$ cat config.mk
export PLATFORM = sky130hd
export DESIGN_NAME = ps2_scancode_decoder
export DESIGN_NICKNAME = d
export VERILOG_FILES = /design/src/rtl/ps2_pkg.sv /design/src/rtl/ps2_event_fifo.sv /design/src/rtl/ps2_scancode_decoder.sv
export SDC_FILE = /design/constraint.sdc
export NUM_CORES = 1
export LEC_CHECK = 0
export BUFFER_PORTS_ARGS = -buffer_cell sky130_fd_sc_hd__buf_2
export CORE_ASPECT_RATIO = 1.5
export CORE_UTILIZATION = 35
export DETAILED_ROUTE_END_ITERATION = 10
export PLACE_DENSITY = 0.6
export SLEW_MARGIN = 25
export SYNTH_ARGS = -nofsm -noshare
export SYNTH_HDL_FRONTEND = slang
export SYNTH_SLANG_ARGS = --single-unit
$ cat constraint.sdc
create_clock -name clock -period 6.85 [get_ports clock]
set_input_delay 0.685 -clock clock [delete_from_list [all_inputs] [get_ports clock]]
set_output_delay 0.685 -clock clock [all_outputs]
set_load 0.01 [all_outputs]
$ cat src/rtl/ps2_pkg.sv
// ============================================================================
// Module      : ps2_pkg
// Description : Shared types and constants for the PS/2 scancode decoder:
//               prefix FSM state type, prefix byte values, key-event record
//               and the bit positions of the event and status bus words.
// Revision    : 1.0 - initial release
// ============================================================================
`default_nettype none

package ps2_pkg;

  // Prefix-tracking states of the scancode decoder
  typedef enum logic [1:0] {
    ST_IDLE     = 2'd0,
    ST_GOT_E0   = 2'd1,
    ST_GOT_F0   = 2'd2,
    ST_GOT_E0F0 = 2'd3
  } ps2_state_t;

  // Prefix bytes: E0 marks an extended key, F0 marks a key release
  localparam logic [7:0] c_PREFIX_EXT = 8'hE0;
  localparam logic [7:0] c_PREFIX_BRK = 8'hF0;

  // One buffered key event
  typedef struct packed {
    logic [7:0] code;
    logic       released;
    logic       extended;
  } ps2_event_t;

  // Event word layout
  localparam int c_EVT_CODE_LSB = 24;
  localparam int c_EVT_REL_BIT  = 23;
  localparam int c_EVT_EXT_BIT  = 22;

  // Status word layout
  localparam int c_STS_READY_BIT = 31;
  localparam int c_STS_OVF_BIT   = 30;
  localparam int c_STS_PAR_BIT   = 29;
  localparam int c_STS_CNT_LSB   = 24;
  localparam int c_STS_CNT_W     = 5;

  // Occupancy counter width: enough for a 32-entry buffer
  localparam int c_CNT_W = 6;

  // Format a key event into the bus event word
  function automatic logic [31:0] event_word(input ps2_event_t evt);
    logic [31:0] word;
    word = 32'h0;
    word[c_EVT_CODE_LSB +: 8] = evt.code;
    word[c_EVT_REL_BIT]       = evt.released;
    word[c_EVT_EXT_BIT]       = evt.extended;
    return word;
  endfunction

endpackage

`default_nettype wire

$ cat src/rtl/ps2_event_fifo.sv
// ============================================================================
// Module      : ps2_event_fifo
// Description : Key-event buffer with zero-latency head. A pop on a non-empty
//               buffer frees its slot before a same-cycle push is judged, so
//               push and pop together are accepted even when full. A push
//               that finds no room is ignored (caller flags overflow).
// Revision    : 1.0 - initial release
// ============================================================================
`default_nettype none

module ps2_event_fifo
  import ps2_pkg::*;
#(
  parameter int DEPTH = 8
) (
  input  logic               clock,
  input  logic               reset_n,
  input  logic               push,
  input  ps2_event_t         push_data,
  input  logic               pop,
  output logic               full,
  output logic               empty,
  output logic [c_CNT_W-1:0] count,
  output ps2_event_t         head
);

  // A depth of one still gets a one-bit pointer that simply never moves
  localparam int                 c_PTR_W = (DEPTH > 1) ? $clog2(DEPTH) : 1;
  localparam int                 c_SLOTS = 1 << c_PTR_W;
  localparam logic [c_PTR_W-1:0] c_LAST  = c_PTR_W'(DEPTH - 1);
  localparam logic [c_CNT_W-1:0] c_FULL  = c_CNT_W'(DEPTH);

  ps2_event_t         r_mem [c_SLOTS];
  logic [c_PTR_W-1:0] r_wr_ptr;
  logic [c_PTR_W-1:0] r_rd_ptr;
  logic [c_CNT_W-1:0] r_count;
  logic               w_pop;
  logic               w_push;

  assign full   = (r_count == c_FULL);
  assign empty  = (r_count == '0);
  assign count  = r_count;
  assign head   = r_mem[r_rd_ptr];
  assign w_pop  = pop & ~empty;
  assign w_push = push & (~full | w_pop);

  function automatic logic [c_PTR_W-1:0] ptr_next(input logic [c_PTR_W-1:0] ptr);
    return (ptr == c_LAST) ? '0 : ptr + 1'b1;
  endfunction

  // Pointer and occupancy bookkeeping
  always_ff @(posedge clock or negedge reset_n) begin
    if (!reset_n) begin
      r_wr_ptr <= '0;
      r_rd_ptr <= '0;
      r_count  <= '0;
    end else begin
      if (w_push) r_wr_ptr <= ptr_next(r_wr_ptr);
      if (w_pop)  r_rd_ptr <= ptr_next(r_rd_ptr);
      if (w_push && !w_pop)      r_count <= r_count + 1'b1;
      else if (w_pop && !w_push) r_count <= r_count - 1'b1;
    end
  end

  // Storage array; contents are only meaningful while counted
  always_ff @(posedge clock) begin
    if (w_push) r_mem[r_wr_ptr] <= push_data;
  end

endmodule

`default_nettype wire

$ cat src/rtl/ps2_scancode_decoder.sv
// ============================================================================
// Module      : ps2_scancode_decoder
// Description : Folds PS/2 set-2 prefix bytes (E0 extended, F0 release) into
//               key events, buffers them and exposes status/event words on a
//               simple read bus. Parity-corrupt bytes abort any prefix.
//               Build option PS2_EVENT_FIFO_EN: FIFO of FIFO_DEPTH events;
//               when undefined a single holding register is used instead.
// Revision    : 1.0 - initial release
// ============================================================================
`default_nettype none

module ps2_scancode_decoder
  import ps2_pkg::*;
#(
  parameter int FIFO_DEPTH = 8
) (
  input  logic        clock,
  input  logic        reset_n,
  input  logic [7:0]  scancode,
  input  logic        scancode_valid,
  input  logic        parity_error,
  input  logic        read,
  input  logic        status_cs,
  input  logic        event_cs,
  output logic [31:0] data_out,
  output logic        data_out_valid,
  output logic        event_ready
);

`ifdef PS2_EVENT_FIFO_EN
  localparam int c_BUF_DEPTH = FIFO_DEPTH;
`else
  localparam int c_BUF_DEPTH = (FIFO_DEPTH > 0) ? 1 : 1;
`endif

  ps2_state_t         r_state;
  ps2_state_t         w_state_next;
  logic               w_push;
  ps2_event_t         w_push_event;
  logic               r_overflow;
  logic               r_parity;
  logic               w_full;
  logic               w_empty;
  logic [c_CNT_W-1:0] w_count;
  ps2_event_t         w_head;
  logic               w_status_rd;
  logic               w_event_rd;
  logic               w_ovf_set;
  logic               w_par_set;
  logic [c_STS_CNT_W-1:0] w_cnt_rpt;
  logic [31:0]        w_status_word;
  logic [31:0]        w_event_word;

  // Status takes priority, so a dual-select read never consumes an event
  assign w_status_rd = read & status_cs;
  assign w_event_rd  = read & event_cs & ~status_cs;
  assign w_par_set   = scancode_valid & parity_error;
  // A pop on a non-empty buffer frees the slot, so only an unpaired push drops
  assign w_ovf_set   = w_push & w_full & ~(w_event_rd & ~w_empty);

  // Prefix state register
  always_ff @(posedge clock or negedge reset_n) begin
    if (!reset_n) r_state <= ST_IDLE;
    else          r_state <= w_state_next;
  end

  // Prefix decoding and event generation
  always_comb begin
    w_state_next = r_state;
    w_push       = 1'b0;
    w_push_event = '{code: scancode, released: 1'b0, extended: 1'b0};
    if (scancode_valid) begin
      if (parity_error) begin
        w_state_next = ST_IDLE;
      end else begin
        unique case (r_state)
          ST_IDLE: begin
            if (scancode == c_PREFIX_EXT)      w_state_next = ST_GOT_E0;
            else if (scancode == c_PREFIX_BRK) w_state_next = ST_GOT_F0;
            else                               w_push = 1'b1;
          end
          ST_GOT_E0: begin
            if (scancode == c_PREFIX_BRK)      w_state_next = ST_GOT_E0F0;
            else if (scancode != c_PREFIX_EXT) begin
              w_push                = 1'b1;
              w_push_event.extended = 1'b1;
              w_state_next          = ST_IDLE;
            end
          end
          ST_GOT_F0: begin
            w_push                = 1'b1;
            w_push_event.released = 1'b1;
            w_state_next          = ST_IDLE;
          end
          ST_GOT_E0F0: begin
            w_push                = 1'b1;
            w_push_event.released = 1'b1;
            w_push_event.extended = 1'b1;
            w_state_next          = ST_IDLE;
          end
          default: w_state_next = ST_IDLE;
        endcase
      end
    end
  end

  ps2_event_fifo #(
    .DEPTH     (c_BUF_DEPTH)
  ) u_fifo (
    .clock     (clock),
    .reset_n   (reset_n),
    .push      (w_push),
    .push_data (w_push_event),
    .pop       (w_event_rd),
    .full      (w_full),
    .empty     (w_empty),
    .count     (w_count),
    .head      (w_head)
  );

  // Sticky error flags; a same-cycle set overrides the status-read clear
  always_ff @(posedge clock or negedge reset_n) begin
    if (!reset_n) begin
      r_overflow <= 1'b0;
      r_parity   <= 1'b0;
    end else begin
      r_overflow <= w_ovf_set | (r_overflow & ~w_status_rd);
      r_parity   <= w_par_set | (r_parity & ~w_status_rd);
    end
  end

  assign event_ready = ~w_empty;
  assign w_cnt_rpt   = (w_count > c_CNT_W'(31)) ? 5'd31 : w_count[c_STS_CNT_W-1:0];

  // Bus word assembly and read mux
  always_comb begin
    w_status_word                                  = 32'h0;
    w_status_word[c_STS_READY_BIT]                 = ~w_empty;
    w_status_word[c_STS_OVF_BIT]                   = r_overflow;
    w_status_word[c_STS_PAR_BIT]                   = r_parity;
    w_status_word[c_STS_CNT_LSB +: c_STS_CNT_W]    = w_cnt_rpt;
    w_event_word = w_empty ? 32'h0 : event_word(w_head);
    if (status_cs)     data_out = w_status_word;
    else if (event_cs) data_out = w_event_word;
    else               data_out = 32'h0;
    data_out_valid = read & (status_cs | event_cs);
  end

endmodule

`default_nettype wire

== Word level (Yosys, flattened, before mapping) ==
Memories as Yosys holds them, arrays and structs flattened.
Index checks and enable logic that the tools add are counted.
Operators by class
  add/subtract/negate cells: 4
  multipliers: 0
  divide/modulo/power cells: 0
  $lt $le $gt $ge: 1
  equality and inequality tests: 9
  shifts and indexed selects: 0
  muxes and demuxes: 27
  bitwise operators: 20
  reductions and logical operators: 9
Operator list (count)
  $mux W32: 3
  $eq A8 B8 Y1 const B: 2
  $mux W2: 7
  $mux W6: 2
  $and A1 B1 Y1: 11
  $mux W1: 11
  $ne A4 B4 Y1 const B: 2
  $ne A8 B8 Y1 const B: 1
  $add A6 B1 Y6 const B: 1
  $eq A6 B1 Y1 const B: 1
  $gt A6 B5 Y1 const B: 1
  $logic_not A6 Y1: 1
  $pmux W2 S3: 1
  $sub A6 B1 Y6 const B: 1
  $mux W5: 1
  $not A1 Y1: 5
  $eq A2 B2 Y1 const B: 2
  $or A1 B1 Y1: 4
  $pmux W1 S3: 1
  $reduce_and A3 Y1: 1
  $add A1 B1 Y1 const B: 2
  $eq A2 B1 Y1 const B: 1
  $logic_and A1 B1 Y1: 2
  $logic_not A1 Y1: 2
  4 further kinds: 4
Word-level totals
  flip-flop bits (word level): 12
  bits in latches: 0
  bits in writable memories: 20
  memory bits (read-only): 0
  logic and storage cells: 77
  memories kept: 1
Memory list
  u_fifo.r_mem: depth 2, width 10, rd ports 1, clocked after Yosys merged registers in 0, wr ports 1, line ps2_event_fifo.sv:33  | ps2_event_t r_mem [c_SLOTS];

== Longest topological paths before layout ==
  depth after elaboration: 11
  gate-level depth with buffers: 9

== Cells and area by module ==
From an unflattened synthesis, not the netlist that was laid out.
Unflattened totals
  cells, all modules: 125
  area total of the unflattened synthesis: 1256.2 sq um
Modules (own cells, without submodules)
  ps2_event_fifo: times used 1, cells each 49, area each 708.2 sq um, sequential area each 450.4 sq um
  ps2_scancode_decoder: times used 1, cells each 76, area each 548.0 sq um, sequential area each 100.1 sq um

== Worst setup path after synthesis ==
No wires, ideal clock.
  kind: reg-to-reg
  start: register u_fifo.r_count[5], in the netlist u_fifo.count[5]
  end: register u_fifo.r_count[4], in the netlist u_fifo.count[4]
  setup time: 79 ps
  arrival: 2740 ps
  data required time: 6771 ps
  path slack: 4031 ps
  cell stages (with the launch flop): 9
  cells stage by stage: dfrtp_1 > nor4_1 > o311ai_0 > nor2b_1 > ha_1 > buf_2 > or4b_2 > a21oi_1 > xor2_1
On the way
  longest elaborated chain between the ends: 8
Ends and longest elaborated chain
  start: declaration: line ps2_event_fifo.sv:36  | logic [c_CNT_W-1:0] r_count;
  start signal: assignment: line ps2_event_fifo.sv:60  | if (w_push && !w_pop) r_count <= r_count + 1'b1;
  start signal: assignment: line ps2_event_fifo.sv:61  | else if (w_pop && !w_push) r_count <= r_count - 1'b1;
  $logic_not A6 Y1: line ps2_event_fifo.sv:41  | assign empty = (r_count == '0);
  $not A1 Y1: line ps2_event_fifo.sv:44  | assign w_pop = pop & ~empty;
  $and A1 B1 Y1: line ps2_event_fifo.sv:44
  $or A1 B1 Y1 (*): line ps2_event_fifo.sv:45  | assign w_push = push & (~full | w_pop);
  $and A1 B1 Y1 (*): line ps2_event_fifo.sv:45
  net u_fifo.w_push: line ps2_event_fifo.sv:38  | logic w_push;
  $logic_not A1 Y1: line ps2_event_fifo.sv:61
  $logic_and A1 B1 Y1: line ps2_event_fifo.sv:61
  $reduce_bool A2 Y1 (no source line)
Mark *: on every way through the listed nets, which the timed path passes. The rest lies on a longest branch.
A chain may end at the register's enable or synchronous reset.

== Worst setup path after layout ==
  start: register u_fifo.r_count[0], in the netlist u_fifo.count[0]
  end: register u_fifo.r_count[5], in the netlist u_fifo.count[5]
The elaborated chain is that of the path after synthesis.

==> impl_metrics.tcl <==
set metrics [dict create \
    synth.cell_area_mm2 0.00123 \
    use_met2_pct 28.4 \
    async_flop_share_pct 50.0 \
    firstDrtPassIters 4 \
    syn_inst 123 \
    via_per_inst 4.79 \
    routabilityCongestion 0.776 \
    min_period_over_period_pct 48.5 \
    period_needed_ps 3320 \
    dp.cells 187 \
    syn_area_per_cell_um2 9.98 \
    synth_xor_area_share_pct 4.28 \
    power.leakage_uw 0.000613 \
    clk_pin_slew_ps 70 \
    die_w_um 50.4 \
    ir_drop_v 0.000170 \
    cts_max_level 1 \
    area_growth_pct 10.5 \
    crit_path_end_kind "flip-flop" \
    grt_pass1_vias 883 \
    power_density_mw_per_mm2 289 \
    rr_startpoint "u_fifo.count[0]" \
    tightestPinTransition_ps 969 \
    whs_ps 273 \
    post-route-drc-count 0 \
    synth_edf_count 10 \
    die_y_um 74.5 \
    grt_max_degree 19 \
    wl_per_cell_um 12.5 \
    hold_class "in2async" \
    clock.fmax_mhz 301 \
    num_rows 26 \
    synthAdderAreaFrac_pct 4.08 \
    regArea_um2 551 \
    synth_top_family_by_area "buffers and inverters" \
    slew_headroom_pct 35.3 \
    synth.distinct_cells 34 \
    grt.overflow.total 0 \
    port_buffers 26 \
    yosys_most_used_dff "edfxtp_1" \
    setup_viol 0 \
    synth-compound-area-share_pct 13.7 \
    postCtsSetupBuffers 0 \
    worstSetupStartpointType "flip-flop" \
    n_antenna_cell 0 \
    yosysWarningCount 0 \
    top_usage_layer "met2" \
    arrival_ps 3510 \
    groute.usage.overall_pct 14.5 \
    status "finished, final reports clean" \
    multi_input_area_um2 559 \
    yosys.area.top_type_share_pct 24.5 \
    wirelength_um 2390 \
    met3_usage_pct 2.25 \
    antenna_found_initial 0 \
    timing.rr.end "u_fifo.count[5]" \
    hpwlAfterDp_um 1940 \
    via_count 915 \
    cts_tree "built" \
    synth_mux_area_share_pct 0.815 \
    ant_nets 0 \
    cp.required_ps 7040 \
    clockRootBuffer "clkbuf_8" \
    synth_area_leader_cell "edfxtp_1" \
    yosys-top-cells-count "22 x buf_4, 15 x o21ai_0, 10 x dfrtp_1, 10 x edfxtp_1" \
    rsz0062_at_grt "no" \
    ys_ff_latch 20 \
    ff2ff_path_depth 8 \
    final_cells 191 \
    numCtsBuffers 3 \
    fin_nets 169 \
    clock_path_buffers 2 \
    clock_skew_ps 6.53 \
    cts_sinks 20 \
    synth-simple-area-share_pct 16.0 \
    drtIter0Drc 19 \
    timing_hold_violations_final 0 \
    finalMaxSlewViolations 0 \
    drive_above_1_share_pct 22.1 \
    ys_seq_area_share_pct 44.9 \
    r2r_setup_slack_ps 3530 \
    tns_ps 0 \
    start_util_pct 36.3 \
    cts_hold_buffers 0 \
    met1_usage_pct 14.3 \
    core_area_mm2 0.00338 \
    cap_violations 0 \
    n_fill_cell 364 \
    clock_latency_ps 260 \
    path_class "reg2reg" \
    synth_area_leaders "edfxtp_1 24%, dfrtp_1 20%, buf_4 13%" \
    ioPinCount 49 \
    die_area_mm2 0.00375 \
    grt_pass1_wl_um 3970 \
    post_cts_resized 0 \
    cp_max_fo 11 \
    synth.most_common_cell "buf_4" \
]
worst max-delay path, cell delays in order (launching register included):
cell and delay [ps]:
dfrtp_1 500, inv_1 80, ha_1 290, o311ai_0 450, nor2b_1 830, ha_1 450
nand4_1 170, a221oi_2 310, xor2_1 170
worst max path at each step:
stage	to	cells past startpoint	startpoint	slack [ps]
4_1_cts	u_fifo.count[5]	8	u_fifo.count[0]	3500
6_report	u_fifo.count[5]	8	u_fifo.count[0]	3530
5_1_grt	u_fifo.count[5]	8	u_fifo.count[0]	3280
2_1_floorplan	u_fifo.count[4]	8	u_fifo.count[5]	4030
3_5_place_dp	u_fifo.count[5]	8	status_cs	3400
3_3_place_gp	u_fifo.count[5]	8	status_cs	3570
cells in the final DEF, fill, tap and decap left out, drive strengths merged:
master,instances
buf,26
conb,22
o21ai,15
dfrtp,10
edfxtp,10
nand2,8
nand2b,8
a21oi,5
inv,5
xor2,5
nor2,4
ha,4
clkbuf,4
nor4,2
and2,2
nand4,2
a21bo,1
and4b,1
a211o,1
o311ai,1
nor2b,1
a22o,1
nor3b,1
or4,1
mux2i,1
xnor2,1
nand3b,1
a21boi,1
o2bb2ai,1
nand3,1
or3,1
a221oi,1
or4b,1
metrics by stage:
| stage | setup slack, ps | utilization, % | total power [uW] | cell area [um2] |
|---|---|---|---|---|
| global route | 3280 | 40.1 | 419 | 1360 |
| CTS | 3500 | 40.1 | 394 | 1360 |
| floorplan | 4030 | - | 276 | 1310 |
| finish | 3530 | 40.1 | 392 | 1360 |
| detailed placement | 3400 | 38.8 | 315 | 1310 |
| global placement | 3570 | 38.8 | 311 | 1310 |
per-layer routing:
metal  part of all wire, %  up-vias
li1                      -      436
met1                    37      432
met2                    56       40
met3                   5.0        7
met4                   2.5        0
met5                     0        -
where the power goes:
part | internal [uW] | switching [uW] | total, uW
sequential | 152 | 36.6 | 188
clock | 41.4 | 38.5 | 79.9
combinational | 54.3 | 69.8 | 124
flip-flops by register name, indices dropped and copies added, names as in the netlist:
name	cells
r_state	2
r_overflow	1
r_parity	1
u_fifo.count	6
u_fifo.r_mem	10
cell families (layout without fill, tap and decap cells):
logic type	Yosys count	after routing
compound gates	27	27
xor+xnor	6	6
fa+ha+maj	4	4
buf+inv	30	35
flops	20	20
mux	1	1
other cells	1	22
simple gates	34	34
final cells by class:
type	instances	area share [%]
clock buffer	4	3.32
sequential	20	40.6
tap	42	3.87
multi-input combinational	94	41.2
timing repair buffer	26	9.59
inverter	5	1.38
(Power assumes the default switching activity.)
